`src/rtl/div_clk_monitor.sv`:
```
// Divided-clock checker: measures period/high time of a slow clock
// in the reference domain, flags duty errors, lock and stall.
module div_clk_monitor #(
    parameter int CNT_W    = 16,
    parameter int LOCK_CNT = 4,
    parameter int TIMEOUT  = 1000
) (
    input  logic             clk,
    input  logic             rst,
    input  logic             en,
    input  logic             in_clk,
    output logic [CNT_W-1:0] period,
    output logic [CNT_W-1:0] high_time,
    output logic             meas_valid,
    output logic             duty_ok,
    output logic             locked,
    output logic             stall
);

    localparam int LW = $clog2(LOCK_CNT + 1);
    localparam logic [LW-1:0] LOCK_MAX = LW'(LOCK_CNT);
    localparam logic [CNT_W-1:0] CNT_MAX = '1;
    localparam logic [CNT_W-1:0] TMO_LAST = CNT_W'(TIMEOUT - 1);

    typedef enum logic [1:0] {
        IDLE,
        HIGH,
        LOW
    } state_t;

    state_t           state;
    logic             sync1;
    logic             s;
    logic             s_d;
    logic [CNT_W-1:0] hi_cnt;
    logic [CNT_W-1:0] lo_cnt;
    logic [CNT_W-1:0] tmo_cnt;
    logic [LW-1:0]    lock_cnt;
    logic             have_ref;

    logic             rise;
    logic             fall;
    logic             publish;
    logic             tmo_hit;
    logic [CNT_W-1:0] hi_inc;
    logic [CNT_W-1:0] lo_inc;
    logic [CNT_W:0]   sum;
    logic [CNT_W-1:0] per_new;
    logic [CNT_W-1:0] diff;
    logic             duty_new;
    logic [LW-1:0]    lock_inc;

    always_ff @(posedge clk or posedge rst) begin
        if (rst) begin
            sync1 <= 1'b0;
            s     <= 1'b0;
            s_d   <= 1'b0;
        end else begin
            sync1 <= in_clk;
            s     <= sync1;
            s_d   <= s;
        end
    end

    always_comb begin
        rise     = s & ~s_d;
        fall     = ~s & s_d;
        publish  = (state == LOW) && rise;
        tmo_hit  = (tmo_cnt == TMO_LAST);
        hi_inc   = (hi_cnt == CNT_MAX) ? hi_cnt : hi_cnt + CNT_W'(1);
        lo_inc   = (lo_cnt == CNT_MAX) ? lo_cnt : lo_cnt + CNT_W'(1);
        sum      = {1'b0, hi_cnt} + {1'b0, lo_cnt};
        per_new  = sum[CNT_W] ? CNT_MAX : sum[CNT_W-1:0];
        diff     = (hi_cnt >= lo_cnt) ? hi_cnt - lo_cnt : lo_cnt - hi_cnt;
        duty_new = (diff <= CNT_W'(1));
        lock_inc = (lock_cnt == LOCK_MAX) ? lock_cnt : lock_cnt + LW'(1);
    end

    always_ff @(posedge clk or posedge rst) begin
        if (rst) begin
            state      <= IDLE;
            hi_cnt     <= '0;
            lo_cnt     <= '0;
            tmo_cnt    <= '0;
            lock_cnt   <= '0;
            have_ref   <= 1'b0;
            period     <= '0;
            high_time  <= '0;
            meas_valid <= 1'b0;
            duty_ok    <= 1'b0;
            locked     <= 1'b0;
            stall      <= 1'b0;
        end else begin
            meas_valid <= 1'b0;

            // A publish completes even when en drops on the same cycle.
            if (publish) begin
                period     <= per_new;
                high_time  <= hi_cnt;
                duty_ok    <= duty_new;
                meas_valid <= 1'b1;
                if (!have_ref) begin
                    have_ref <= 1'b1;
                    lock_cnt <= '0;
                end else if (per_new == period) begin
                    lock_cnt <= lock_inc;
                    locked   <= (lock_inc == LOCK_MAX);
                end else begin
                    lock_cnt <= '0;
                    locked   <= 1'b0;
                end
            end

            if (!en) begin
                state    <= IDLE;
                hi_cnt   <= '0;
                lo_cnt   <= '0;
                tmo_cnt  <= '0;
                lock_cnt <= '0;
                have_ref <= 1'b0;
                locked   <= 1'b0;
            end else begin
                unique case (state)
                    IDLE: begin
                        if (rise) begin
                            state   <= HIGH;
                            hi_cnt  <= CNT_W'(1);
                            lo_cnt  <= '0;
                            tmo_cnt <= '0;
                            stall   <= 1'b0;
                        end
                    end
                    HIGH: begin
                        if (tmo_hit) begin
                            state    <= IDLE;
                            hi_cnt   <= '0;
                            lo_cnt   <= '0;
                            tmo_cnt  <= '0;
                            lock_cnt <= '0;
                            have_ref <= 1'b0;
                            locked   <= 1'b0;
                            stall    <= 1'b1;
                        end else begin
                            tmo_cnt <= tmo_cnt + CNT_W'(1);
                            if (fall) begin
                                state  <= LOW;
                                lo_cnt <= CNT_W'(1);
                            end else begin
                                hi_cnt <= hi_inc;
                            end
                        end
                    end
                    LOW: begin
                        // A rise on the timeout cycle wins over the stall.
                        if (rise) begin
                            state   <= HIGH;
                            hi_cnt  <= CNT_W'(1);
                            lo_cnt  <= '0;
                            tmo_cnt <= '0;
                        end else if (tmo_hit) begin
                            state    <= IDLE;
                            hi_cnt   <= '0;
                            lo_cnt   <= '0;
                            tmo_cnt  <= '0;
                            lock_cnt <= '0;
                            have_ref <= 1'b0;
                            locked   <= 1'b0;
                            stall    <= 1'b1;
                        end else begin
                            lo_cnt  <= lo_inc;
                            tmo_cnt <= tmo_cnt + CNT_W'(1);
                        end
                    end
                    default: state <= IDLE;
                endcase
            end
        end
    end

endmodule
```
`config.mk`:
```
export PLATFORM = sky130hd
export DESIGN_NAME = div_clk_monitor
export DESIGN_NICKNAME = d
export VERILOG_FILES = /design/src/rtl/div_clk_monitor.sv
export SDC_FILE = /design/constraint.sdc
export NUM_CORES = 1
export LEC_CHECK = 0
export ABC_AREA = 0
export CELL_PAD_IN_SITES_DETAIL_PLACEMENT = 1
export CELL_PAD_IN_SITES_GLOBAL_PLACEMENT = 2
export CORE_ASPECT_RATIO = 0.5
export CORE_MARGIN = 2
export CORE_UTILIZATION = 35
export DETAILED_ROUTE_END_ITERATION = 7
export HOLD_SLACK_MARGIN = 0.05
export MAX_ROUTING_LAYER = met4
export PLACE_DENSITY = 0.8
export SLEW_MARGIN = 5
export SYNTH_ARGS = -nofsm -noshare
export SYNTH_HDL_FRONTEND = slang
export SYNTH_SLANG_ARGS = --single-unit
```
`constraint.sdc`:
```
create_clock -name clk -period 4.6 [get_ports clk]
set_input_delay 1.38 -clock clk [delete_from_list [all_inputs] [get_ports clk]]
set_output_delay 1.38 -clock clk [all_outputs]
set_load 0.1 [all_outputs]
```
* Word level (Yosys, flattened, before mapping)
Index checks and enable logic that the tools add are counted.
Storage, ports and cells: register bits after elaboration 93, bits of input ports 4
Cells by class: add/subtract/negate cells 7, $lt $le $gt $ge 2, equality and inequality tests 17, muxes and demuxes 54, bitwise logic cells 4, reductions and logical operators 8
Operators with widths (number):
- two-way mux 16 bit | 19
- case mux 16 bit (3 select lines) | 3
- adder 16 x 1 -> 16 bit, second input constant | 3
- == test 16 bit, second input constant | 2
- subtractor 16 bit | 2
- two-way mux 3 bit | 7
- adder 16 x 16 -> 17 bit | 1
- == test 16 x 10 -> 1 bit, second input constant | 1
- == test 16 bit | 1
- greater-or-equal comparator 16 bit | 1
- less-or-equal comparator 16 x 1 -> 1 bit, second input constant | 1
- inequality test 4 bit, second input constant | 4
- two-way mux 1 bit | 14
- two-way mux 2 bit | 6
- AND reduction 4 bit | 2
- == test 3 bit, second input constant | 2
- case mux 2 bit (3 select lines) | 1
- case mux 3 bit (2 select lines) | 1
- inequality test 5 bit, second input constant | 1
- AND reduction 5 bit | 1
- inequality test 2 bit, second input constant | 2
- inequality test 4 x 1 -> 1 bit, second input constant | 1
- case mux 1 bit (2 select lines) | 2
- adder 3 x 1 -> 3 bit, second input constant | 1
- other kinds (11) | 13

* Depth between registers and ports, before layout
Gate-level depths: netlist (run 1).
word-level depth 10, gate-level depth with buffers 16

* Least setup slack after synthesis (run 1)
OpenSTA, ideal clock, no wires.
kind register to register, start point reg hi_cnt[0], end point reg lock_cnt[2], arrival time 3.307 ns, data required time 4.512 ns, path slack 1.205 ns, cell stages (with the launch flop) 13, path buffers 0, path through dfrtp_1 -> ha_1 -> fa_1 -> nor2b_1 -> o211ai_2 -> a21o_2 -> o211a_4 -> nor2_2 -> or4_1 -> a221o_1 -> a2111oi_4 -> nand3_2 -> a211oi_2
On the way: word-level cells in the longest chain between the ends 10
RTL lines:
- from (decl) | RTL line 35 | logic [CNT_W-1:0] hi_cnt;
- from (signal assigned) | RTL line 149 | hi_cnt <= hi_inc;
- adder 16 x 16 -> 17 bit (*) | RTL line 72 | sum = {1'b0, hi_cnt} + {1'b0, lo_cnt};
- two-way mux 16 bit (*) | RTL line 73 | per_new = sum[CNT_W] ? CNT_MAX : sum[CNT_W-1:0];
- == test 16 bit (*) | RTL line 105 | end else if (per_new == period) begin
- two-way mux 3 bit (*) | RTL line 105
- two-way mux 3 bit (*) | RTL line 102 | if (!have_ref) begin
- two-way mux 3 bit (*) | RTL line 97 | if (publish) begin
- two-way mux 3 bit | RTL line 134, 160
- two-way mux 3 bit | RTL line 155 | if (rise) begin
- case mux 3 bit (2 select lines) (*) | RTL line 123 | unique case (state)
- two-way mux 3 bit (*) | RTL line 114 | if (!en) begin
- to (signal assigned) | RTL line 106 | lock_cnt <= lock_inc;
- to (decl) | RTL line 38 | logic [LW-1:0] lock_cnt;
Every way passes the cells marked *; elsewhere a longest branch is shown, timed or not. A chain may end at the register's enable or synchronous reset.

* Final worst setup path (run 1)
start point reg hi_cnt[7], end point reg duty_ok
On the way: word-level cells in the longest chain between the ends 3, elaborated cells between the ends (all ways) 5
RTL lines:
- subtractor 16 bit / greater-or-equal comparator 16 bit (equally long branches) | RTL line 74 | diff = (hi_cnt >= lo_cnt) ? hi_cnt - lo_cnt : lo_cnt - hi_cnt;
- two-way mux 16 bit (*) | RTL line 74
- less-or-equal comparator 16 x 1 -> 1 bit (*) | RTL line 75 | duty_new = (diff <= CNT_W'(1));
- to (signal assigned) | RTL line 100 | duty_ok <= duty_new;
- to (decl) | RTL line 15 | output logic duty_ok,
Marks and branches as above.

==> key figures, run 1 <==
Outcome
  • Status: completed

Timing
  • Clock skew: 0.00931 ns
  • Setup WS post-layout: 0.436 ns
  • Unrepaired setup endpoints after global routing: no
  • Fmax: 240 MHz
  • Rel. slew slack: 0.278
  • Final Hold Viols: 0
  • Period Utilization, post-route: 0.905
  • Slew of the pin with the lowest slew margin: 1.08 ns
  • Post-route minimum period: 4.16 ns
  • TNS Setup: 0 ns
  • Max Slew Vio Count: 0
  • Final setup vio count: 0

Logic synthesis
  • Mapped Nets: 960
  • Yosys top cell area share: 0.316
  • EDFF count, synth: 0
  • Synth Warn #: 0
  • Primary FF master, synth: dfrtp_1
  • Yosys cell types: 79
  • Fraction of registers with async set or reset after synthesis: 1.00
  • Flops & latches, synth: 93
  • Seq/Total Area, Yosys: 0.316
  • Synth Area per Inst: 8.22 µm²
  • Mapped Cells: 896
  • Cell taking the most area after synthesis: dfrtp_1
  • Post-Syn Area: 7370 µm²
  • Top cells by area, synth: dfrtp_1, ha_1, o21ai_0

Power
  • Leak Pwr: 3.66 nW
  • Pwr Density: 389 nW/µm²
  • Peak supply drop: 0.000263 V

Floorplan
  • # IOs: 40
  • Die area: 22300 µm²
  • Total core area: 20600 µm²
  • Row count: 37
  • Initial core utilization: 0.358
  • Die height: 107 µm
  • Die width: 209 µm

Setup path
  • Critical path arrival: 4.44 ns
  • Crit. End Element: flip-flop
  • Critical path's largest stage delay: 0.66 ns
  • Worst setup SP type: flip-flop
  • Worst-path maximum fanout: 13
  • CP cell instances: inv_1 > ha_1 > a21oi_1 > o41ai_1 > o2111ai_1 > nand3_1 > buf_4 > mux2_2 > a31oi_1 > xnor2_1 > nor4_1 > nand4_1 > o31ai_1
  • Critical path class: flip-flop to flip-flop
  • Slowest cell on the critical path: ha_1
  • Critical Path RT: 4.88 ns

Drt
  • DR WL/cell: 20.1 µm
  • Routed wire length: 24400 µm
  • Router iterations before antenna repair: 4
  • DRT iter0 DRCs: 368
  • Vias/cell: 5.62
  • Post-route ant nets: 0
  • Drt drc: 0
  • Vias: 6820

Final layout
  • # diodes: 0
  • Nets: 1001
  • Layout cells sized above 1: 0.0723
  • Multi-input logic area: 4660 µm²
  • Layout overhead on the synthesized area: 14.6%
  • Fill count: 2459
  • Most common cell after layout, fill and taps aside: nand2_1
  • Most frequent cells in the layout: nand2_1, dfrtp_1, o21ai_0
  • Register area: 2330 µm²

Clocking
  • CTS Buffer Depth: 2
  • Post-CTS Hold Fix Bufs: 0
  • H-tree depth: 3
  • Clock-pin slew on the worst setup and hold paths: 0.07 ns
  • Post-CTS setup buffer count: 0
  • Number of gates resized after cts: 0
  • CTS tree: yes
  • Cts bufs inserted: 9
  • Root Driver: clkbuf_16
  • Clock latency on the worst-skew pair: 0.38 ns
  • Clock tree sinks: 93

Place
  • PortBufs: 39
  • HPWL after DPL: 19000 µm
  • Placer Congestion: 0.860
  • Pre-CTS WS: 0.529 ns

Global route
  • GR Util All Layers: 0.235
  • Initial antenna violation count: 0
  • Largest net degree at the start of global routing: 60
  • Grt total ovfl: 0
  • First-pass GRT wire length: 39500 µm
  • Vias in the first global route: 7109

Worst hold path
  • Min-Delay Path Class: flip-flop to flip-flop

Flow run
  • Max Cap Violations: 0
[synth_stat cells (5+ instances only)]
master and n:
nor2_1 84, nor2b_1 11, o21a_1 7, dfrtp_1 93, nor3_1 18, buf_2 5
nand2b_1 10, nand4_1 17, o31ai_1 12, nand2_1 95, nor4_1 6, xnor2_1 21
a21oi_1 51, a211oi_1 11, o21bai_1 6, xor2_1 14, a21o_1 13, ha_1 57
clkbuf_1 26, or3_1 6, mux2i_1 13, nand3_1 30, inv_1 57, nand4b_1 5
and3_1 23, a31oi_1 16, o21ai_0 89, and2_1 5
[where the power goes]
part           internal, mW  switching (mW)
registers             0.895           0.107
logic                 0.465            1.04
clock network         0.421           0.361
total                  1.78            1.50
[metal layers]
metal | up-vias | wire length, µm | track usage
met3 | 18 | 1040 | 0.0542
met2 | 104 | 10400 | 0.352
met5 | - | 0 | -
li1 | 3283 | - | -
met1 | 3415 | 12700 | 0.325
met4 | 0 | 276 | 0.0495
[sequential cells by signal (all words and copies together) (netlist names), 2 cells and up]
register and flops:
hi_cnt 16, high_time 16, lo_cnt 16, period 16
tmo_cnt 16, lock_cnt 3, state 2
[through the flow]
stage               cells  area [µm²]   util  power, mW  hold slack [ns]
detailed placement   1199        8150  0.396       2.51            0.336
finish               1214        8440  0.410       3.28            0.349
CTS                  1214        8440  0.410       3.31            0.352
global route         1214        8440  0.410       3.47            0.359
global placement     1199        8150  0.396       2.49            0.335
floorplan             896        7370      -       2.09            0.331
[logic make-up after synthesis]
family                     synth area share
and+or+nand+nor                       0.220
AOI/OAI and AO/OA                     0.236
buffers and inverters                0.0528
DFF                                   0.316
adders and majority gates             0.105
xor gates and xnor gates             0.0477
muxes                                0.0223
[path summary, 6_finish.rpt]
check	slack, ns	cells past startpoint	start	endpoint
worst max-delay path	0.44	13	hi_cnt[7]$_DFFE_PP0P_	duty_ok$_DFFE_PP0P_
worst min-delay path	0.35	0	sync1$_DFF_PP0_	s$_DFF_PP0_
worst max register to register	0.44	13	hi_cnt[7]$_DFFE_PP0P_	duty_ok$_DFFE_PP0P_
worst min register to register	0.35	0	sync1$_DFF_PP0_	s$_DFF_PP0_
max in group asynchronous	2.29	3	rst	lock_cnt[1]$_DFF_PP0_
min in group asynchronous	1.50	2	rst	tmo_cnt[8]$_DFFE_PP0P_
[worst max-delay path: cells and delay by family, from the launching register on]
family          cells  cell delay, ns
compound gates      5            1.31
xor+xnor            1            0.09
fa+ha+maj           1            0.66
buf+inv             2            0.37
flops               1            0.44
mux                 1            0.35
simple gates        3            0.83
[final cells by class]
type | count | share of cell area
Clock buffer | 10 | 0.0271
Timing Repair Buffer | 67 | 0.0712
Multi-Input combinational cell | 707 | 0.552
Clock inverter | 5 | 0.00726
Sequential cell | 93 | 0.276
Tap cell | 273 | 0.0405
Inverter | 59 | 0.0265
(Power assumes the default switching activity.)
==> inputs of run 2 (changes only) <==
- CAP_MARGIN: not set -> 15
==> results of run 2 <==
Final layout, timing and power as in run 1 (identical DEF).
==> inputs of run 3 (changes only) <==
- REMOVE_ABC_BUFFERS: not set -> 1
- TNS_END_PERCENT: not set -> 5
- clock period: 4.6 -> 4 ns (I/O delays scaled with it)
==> key figures, run 3 (synthesized netlist as in run 1, its figures left out) <==
Drt
  • Vias: 6888 (+1.0%)
  • DR WL/cell: 19.8 µm (-1.2%)
  • Drt drc: 0 (unchanged)
  • Vias/cell: 5.56 (-0.96%)
  • DRT iter0 DRCs: 341 (-7.3%)
  • Routed wire length: 24600 µm (+0.74%)
  • Post-route ant nets: 0 (unchanged)
  • Router iterations before antenna repair: 5 (+1)

Place
  • PortBufs: 39 (unchanged)
  • Placer Congestion: 0.877 (+1.9%)
  • Placed cell areas: 8290 µm² (+1.7%)
  • HPWL after DPL: 19000 µm (+0.18%)
  • Placed insts: 1222 (+1.9%)

Global route
  • Vias in the first global route: 7106 (-0.042%)
  • Largest net degree at the start of global routing: 94 (+57%)
  • Initial antenna violation count: 0 (unchanged)
  • Grt total ovfl: 0 (unchanged)
  • First-pass GRT wire length: 39700 µm (+0.51%)
  • GR Util All Layers: 0.236 (+0.00140)

Setup path
  • Critical Path RT: 4.28 ns (-0.60 ns)
  • Critical path arrival: 4.10 ns (-0.34 ns)
  • Worst-path maximum fanout: 15 (+2)
  • Crit. End Element: flip-flop
  • Critical path's largest stage delay: 0.44 ns (-0.22 ns)
  • Slowest cell on the critical path: ha_1
  • Critical path class: flip-flop to flip-flop
  • Most used cell, CP: nand3_1
  • Worst setup SP type: flip-flop
  • CP cell instances: inv_1 > ha_1 > buf_4 > and4_1 > nand3_1 > a311o_1 > nand3_1 > mux2_2 > a31oi_1 > xnor2_1 > nor4_1 > nand4_1 > o31ai_1

Clocking
  • Post-CTS setup buffer count: 0 (unchanged)
  • CTS Buffer Depth: 2 (unchanged)
  • Clock tree sinks: 93 (unchanged)
  • Clock-pin slew on the worst setup and hold paths: 0.07 ns (about the same)
  • Cts bufs inserted: 9 (unchanged)
  • H-tree depth: 3 (unchanged)
  • Clock latency on the worst-skew pair: 0.38 ns (about the same)
  • Root Driver: clkbuf_16
  • Post-CTS Hold Fix Bufs: 0 (unchanged)
  • CTS tree: yes

Power
  • Leak Pwr: 3.81 nW (+3.9%)
  • Sequential Power Share: 0.306 (about the same)
  • Combinational Power Share: 0.461 (+0.004)
  • Clock network fraction of total power: 0.233 (-0.005)
  • Pwr Density: 437 nW/µm² (+12%)
  • Pint: 2.01 mW (+13%)
  • Peak supply drop: 0.000231 V (-12%)
  • Switching share of power: 0.467 (+0.00957)
  • Psw: 1.76 mW (+17%)

Final layout
  • Fin area: 8610 µm² (+2.0%)
  • Nets: 1024 (+2.3%)
  • Layout Cells excl Fill: 1238 (+2.0%)
  • Layout overhead on the synthesized area: 16.9%
  • # diodes: 0 (unchanged)
  • Most frequent cells in the layout: nand2_1, dfrtp_1, o21ai_0
  • Most common cell after layout, fill and taps aside: nand2_1
  • Layout cells sized above 1: 0.122 (+0.0500)

Timing
  • Rel. slew slack: 0.344 (+0.0664)
  • Slew of the pin with the lowest slew margin: 0.981 ns (-0.0954 ns)
  • Unrepaired setup endpoints after global routing: yes
  • Final setup vio count: 0 (unchanged)
  • TNS Setup: 0 ns (unchanged)
  • Period Utilization, post-route: 0.955 (+0.0498)
  • Final Hold Viols: 0 (unchanged)
  • Post-route minimum period: 3.82 ns (-0.344 ns)
  • Max Slew Vio Count: 0 (unchanged)
  • Fmax: 262 MHz (+9.0%)
  • Clock skew: 0.00779 ns (-0.00152 ns)

Worst hold path
  • Min-Delay Path Class: flip-flop to flip-flop

Floorplan
  • Die width: 209 µm (unchanged)
  • Die height: 107 µm (unchanged)
  • Die area: 22300 µm² (unchanged)
  • # IOs: 40 (unchanged)
  • Row count: 37 (unchanged)
  • Total core area: 20600 µm² (unchanged)
  • Initial core utilization: 0.358 (unchanged)

Flow run
  • Max Cap Violations: 0 (unchanged)

Outcome
  • Status: completed
==> run 3: cell types whose count changed in the layout (fill, tap and decap cells not counted), moves of 2 or more <==
cell / delta
ha_1: -2
buf_4: +41
ha_2: +2
clkdlybuf4s50_1: -19
==> run 3: routing by layer <==
layer / GRT usage / share of wire
met5: - / 0
met4: 0.0526 / 0.011
met3: 0.0495 / 0.039
met2: 0.352 / 0.43
met1: 0.331 / 0.52
==> run 3: final timing paths <==
kind	to	cells after the start	slack, ns	startpoint
setup / recovery	duty_ok$_DFFE_PP0P_	13	0.18	hi_cnt[10]$_DFFE_PP0P_
hold / removal	s$_DFF_PP0_	0	0.35	sync1$_DFF_PP0_
setup reg to reg	duty_ok$_DFFE_PP0P_	13	0.18	hi_cnt[10]$_DFFE_PP0P_
hold reg to reg	s$_DFF_PP0_	0	0.35	sync1$_DFF_PP0_
max in group asynchronous	period[15]$_DFFE_PP0P_	3	2.30	rst
min in group asynchronous	tmo_cnt[10]$_DFFE_PP0P_	3	1.29	rst
==> run 3: layout make-up <==
class / instances / area, µm²
Fill cell: 2486 / 12000
Multi-Input combinational cell: 707 / 4690
Sequential cell: 93 / 2330
Timing Repair Buffer: 90 / 738
Tap cell: 273 / 342
Clock buffer: 11 / 243
Inverter: 59 / 224
Clock inverter: 5 / 45.0
==> run 3: power by group through the flow <==
stage	Combinational [mW]	Sequential (mW)	Clock (mW)
after floorplan	0.766	1.62	0
after global placement	1.69	1.16	0
after detailed placement	1.72	1.17	0
after CTS	1.73	1.15	0.900
after global routing	1.87	1.17	0.929
final	1.74	1.15	0.878
==> run 3: what timing repair did <==
action | CTS | global route
pin swaps | 0 | 1
resized for setup | 1 | 8
setup endpoints to repair | 1 | 5
==> run 3: worst max-delay path: cells and delay by family (launching register included) <==
kind | cells | cell delay [ns]
and+or+nand+nor | 5 | 1.13
AOI/OAI and AO/OA | 3 | 0.85
adders and majority gates | 1 | 0.44
DFF | 1 | 0.43
muxes | 1 | 0.39
buffers and inverters | 2 | 0.37
xor gates and xnor gates | 1 | 0.09
==> run 3: per-stage QoR <==
step	setup slack (ns)	utilization	power, mW	hold slack, ns
after CTS	0.0334	0.417	3.78	0.354
after global placement	0.0428	0.402	2.86	0.334
final	0.180	0.418	3.77	0.351
after detailed placement	-0.0794	0.402	2.89	0.337
after global routing	-0.0121	0.418	3.97	0.370
after floorplan	0.343	-	2.38	0.331
